$ cat src/rtl/if_id_queue.sv
// IF/ID decoupling FIFO: buffers {PC+4, instruction} pairs between fetch and decode,
// drops everything on a taken branch, and raises full as the fetch freeze.
module if_id_queue #(
  parameter int DEPTH = 4,
  parameter int CW    = 3
) (
  input  logic          clk,
  input  logic          rst,
  input  logic          flush,
  input  logic          push,
  input  logic [31:0]   if_pc,
  input  logic [31:0]   if_instruction,
  input  logic          pop,
  output logic          full,
  output logic          id_valid,
  output logic [31:0]   id_pc,
  output logic [31:0]   id_instruction,
  output logic [CW-1:0] count,
  output logic          ovf
);
  localparam int AW = CW - 1;

  typedef struct packed {
    logic [31:0] pc;
    logic [31:0] instr;
  } entry_t;

  entry_t        mem [DEPTH];
  logic [AW-1:0] wr_ptr, rd_ptr;
  logic          pop_eff, push_eff;

  assign pop_eff  = pop & (count != '0);
  // full accepts a push only when the head leaves in the same cycle
  assign push_eff = push & ((count != CW'(DEPTH)) | pop_eff);

  always_ff @(posedge clk or negedge rst) begin
    if (!rst) begin
      wr_ptr <= '0;
      rd_ptr <= '0;
      count  <= '0;
      ovf    <= 1'b0;
    end else if (flush) begin
      wr_ptr <= '0;
      rd_ptr <= '0;
      count  <= '0;
    end else begin
      if (push_eff) wr_ptr <= wr_ptr + 1'b1;
      if (pop_eff)  rd_ptr <= rd_ptr + 1'b1;
      count <= count + CW'(push_eff) - CW'(pop_eff);
      if (push & ~push_eff) ovf <= 1'b1;
    end
  end

  // storage needs no reset; occupancy alone decides what is valid
  always_ff @(posedge clk) begin
    if (push_eff & ~flush) mem[wr_ptr] <= '{pc: if_pc, instr: if_instruction};
  end

  assign full           = (count == CW'(DEPTH));
  assign id_valid       = (count != '0);
  assign id_pc          = id_valid ? mem[rd_ptr].pc    : 32'h0;
  assign id_instruction = id_valid ? mem[rd_ptr].instr : 32'h0;
endmodule

$ cat config.mk
export PLATFORM = sky130hd
export DESIGN_NAME = if_id_queue
export DESIGN_NICKNAME = d
export VERILOG_FILES = /design/src/rtl/if_id_queue.sv
export SDC_FILE = /design/constraint.sdc
export NUM_CORES = 1
export LEC_CHECK = 0
export BUFFER_PORTS_ARGS = -buffer_cell sky130_fd_sc_hd__buf_2
export CORE_MARGIN = 2
export CORE_UTILIZATION = 50
export CTS_CLUSTER_SIZE = 28
export DETAILED_ROUTE_END_ITERATION = 8
export MAX_ROUTING_LAYER = met4
export PLACE_DENSITY_LB_ADDON = 0.2
export SETUP_SLACK_MARGIN = 0.1
export SLEW_MARGIN = 15
export SYNTH_ARGS = -nofsm -noshare
export SYNTH_HDL_FRONTEND = slang
export SYNTH_SLANG_ARGS = --single-unit
$ cat constraint.sdc
create_clock -name clk -period 8 [get_ports clk]
set_input_delay 1.2 -clock clk [delete_from_list [all_inputs] [get_ports clk]]
set_output_delay 1.2 -clock clk [all_outputs]
set_load 0.01 [all_outputs]
==> out/qor.csv <==
stage;metric;value;unit
run_status;status;finished clean;
clocking;clock-sinks;264;
clocking;cts_htree_levels;1;
worst_hold_path;hold_depth;2;
placed_design;port_buffers;138;
route;drc;0;
critical_path;cp.required;6.80;ns
placed_design;place_hpwl;10070;µm
yosys;synth_top_area_cell;edfxtp_1;
sta;slew_viol_final;0;
power_and_ir_drop;clkPwrFrac;31.1;%
sta;tightest_slew;1.049;ns
yosys;yosysUniqueCellTypes;24;
floorplanning;die_y;146.7;µm
clocking;cts_made_buffers;27;
critical_path;path_max_fanout;41;
critical_path;crit_path_start_kind;flop;
yosys;synth_nets;530;
cells_and_area;layout-drive-gt1-share;40.51;%
yosys;avgSynthCellArea;22.38;µm²
critical_path;criticalPathCategory;reg -> out;
power_and_ir_drop;switching_share;27.47;%
power_and_ir_drop;p_comb_share;24.7;%
sta;slew_headroom;30.04;%
clocking;cts_tree;done;
yosys;ys_ff_latch;264;
sta;finalSetupViolCount;0;
power_and_ir_drop;p_leak;4.125;nW
yosys;synthTopCellsByArea;edfxtp_1 (75%), mux4_2 (14%), and2_1 (4.2%), dfrtp_1 (2.0%), buf_6 (0.66%);
placed_design;dpl.cell_count;843;
route;first_pass_iters;4;
route;drt-total-wl;18320;µm
route;avgRoutedWirePerCell;20.50;µm
clocking;cts_setup_buffers;0;
worst_hold_path;hold_path_class;reg -> reg;
critical_path;crit_arrival;3.02;ns
grt;grt_usage;18.01;%
cells_and_area;fin_cells;894;
floorplanning;core_region_area;20100;µm²
grt;grt_max_degree;66;
route;vias;4814;
yosys;netlist_area;10180;µm²
cells_and_area;nets;677;
power_and_ir_drop;seqPwrFrac;44.2;%
yosys;ys_seq_area_share;77.46;%
floorplanning;die_x;146.7;µm
yosys;synth_edf_count;256;
grt;grt_pass1_wl;28780;µm
route;ant_nets;0;
yosys;ys_warn_count;0;
floorplanning;num_io_pins;139;
grt;grt_pass1_vias;5265;
run;drv_cap;0;
power_and_ir_drop;power_density;321.2;nW/µm²
clocking;clock_latency;0.52;ns
sta;fmax;0.2369;GHz
yosys;synthTopCellsByCount;edfxtp_1 (256), and2_1 (69), mux4_2 (64);
power_and_ir_drop;irDropWorstVdd;205.0;µV
sta;fin_setup_tns;0;ns
sta;fin_skew;0.009805;ns
critical_path;endpoint_kind;output pin;
clocking;clkTransAtPathRegs;0.06;ns
placed_design;gp_congestion;0.7082;
floorplanning;die-area;21520;µm²
clocking;root_buffer;clkbuf_16;
yosys;synth_most_common_cell;edfxtp_1;
clocking;cts-resized-gates;0;
floorplanning;start_util;50.65;%
power_and_ir_drop;p_int;2.787;mW
yosys;synth_top_area_share;75.50;%
yosys;syn_inst;455;
route;first_iter_violations;360;
placed_design;pre_cts_slack;4.200;ns
floorplanning;rows;52;
cells_and_area;synthToLayoutAreaGrowth;17.51;%
clocking;clockBufferDepth;3;
power_and_ir_drop;p_sw;1.056;mW
clocking;hold_buffers;0;
grt;grt.overflow.total;0;
sta;hold_violations;0;
sta;timing.final.crit_share;52.76;%
sta;rsz0062_at_grt;false;
critical_path;reg2reg_depth;9;
grt;grt_antenna_before_repair;2;
yosys;async_flop_share;3.030;%
sta;fin_crit;4.221;ns
yosys;synth-main-ff-cell;edfxtp_1;
route;viasPerCell;5.385;
sta;worst_slack;3.779;ns
critical path, stage by stage, from the launching register on:
cell,delay (ns)
dfrtp_4,0.98
buf_4,0.59
mux4_2,0.58
and2_1,0.17
buf_2,0.14
flip-flops by register name, summed over array words and instances (netlist names):
signal and cells:
ovf 1, count 3, rd_ptr 2, mem 256, wr_ptr 2
per-layer routing:
metal / track usage, % / wire [µm] / part of all wire, % / up-vias
li1: - / - / - / 2135
met3: 3.571 / 1111 / 6.1 / 34
met2: 29.08 / 8871 / 48 / 157
met1: 23.89 / 7924 / 43 / 2488
met5: - / 0 / 0 / -
met4: 4.806 / 416 / 2.3 / 0
cell families after synthesis:
group / synth area share, %
buffers and inverters: 1.536
xor gates and xnor gates: 0.2581
adders and majority gates: 0.8110
and+or+nand+nor: 4.964
DFF: 77.46
muxes: 14.40
AOI/OAI and AO/OA: 0.5652
area by class of cell:
cell class,count,area [µm²]
Antenna cell,2,5.005
Tap cell,270,337.8
Fill cell,1489,8139
Clock buffer,31,690.7
Clock inverter,18,162.7
Multi-Input combinational cell,164,2150
Sequential cell,264,7895
Inverter,5,18.77
Timing Repair Buffer,140,705.7
power by group through the flow:
stage,clock network (mW),logic [mW],registers (mW)
after floorplan,0,0.692,1.65
after global placement,0,0.960,1.73
after detailed placement,0,0.964,1.73
after CTS,1.22,0.970,1.71
after global routing,1.28,1.04,1.72
final,1.19,0.951,1.70
path summary, 6_finish.rpt:
check	start	end	slack, ns
setup / recovery	rd_ptr[0]$_DFFE_PN0P_	id_pc[20]	3.78
hold / removal	ovf$_DFFE_PN0P_	ovf$_DFFE_PN0P_	0.48
setup reg to reg	count[1]$_DFF_PN0_	count[2]$_DFF_PN0_	5.71
hold reg to reg	ovf$_DFFE_PN0P_	ovf$_DFFE_PN0P_	0.48
max in group asynchronous	rst	rd_ptr[0]$_DFFE_PN0P_	7.30
min in group asynchronous	rst	ovf$_DFFE_PN0P_	0.51
cells in the final DEF (no fill, tap or decap), types with 2 or more instances in the layout:
master	count
clkinv_2	4
and2_1	65
and2_4	4
nand2b_1	3
o31ai_1	2
diode_2	2
bufinv_16	3
edfxtp_1	256
nor2_1	7
xor2_1	3
buf_2	138
clkbuf_1	4
clkbuf_16	27
buf_4	2
ha_1	5
clkinv_1	9
dfrtp_1	6
mux4_2	64
inv_1	5
dfrtp_4	2
stage by stage:
stage / instance area, µm² / hold slack (ns) / total power [mW] / util [%]
after global routing: 11970 / 0.4964 / 4.031 / 59.52
after global placement: 11110 / 0.4506 / 2.690 / 55.25
after detailed placement: 11110 / 0.4530 / 2.698 / 55.25
final: 11970 / 0.4838 / 3.843 / 59.52
after CTS: 11960 / 0.4746 / 3.897 / 59.49
after floorplan: 10180 / 0.5025 / 2.339 / -
Note: power is estimated with default switching activity, not from simulation.
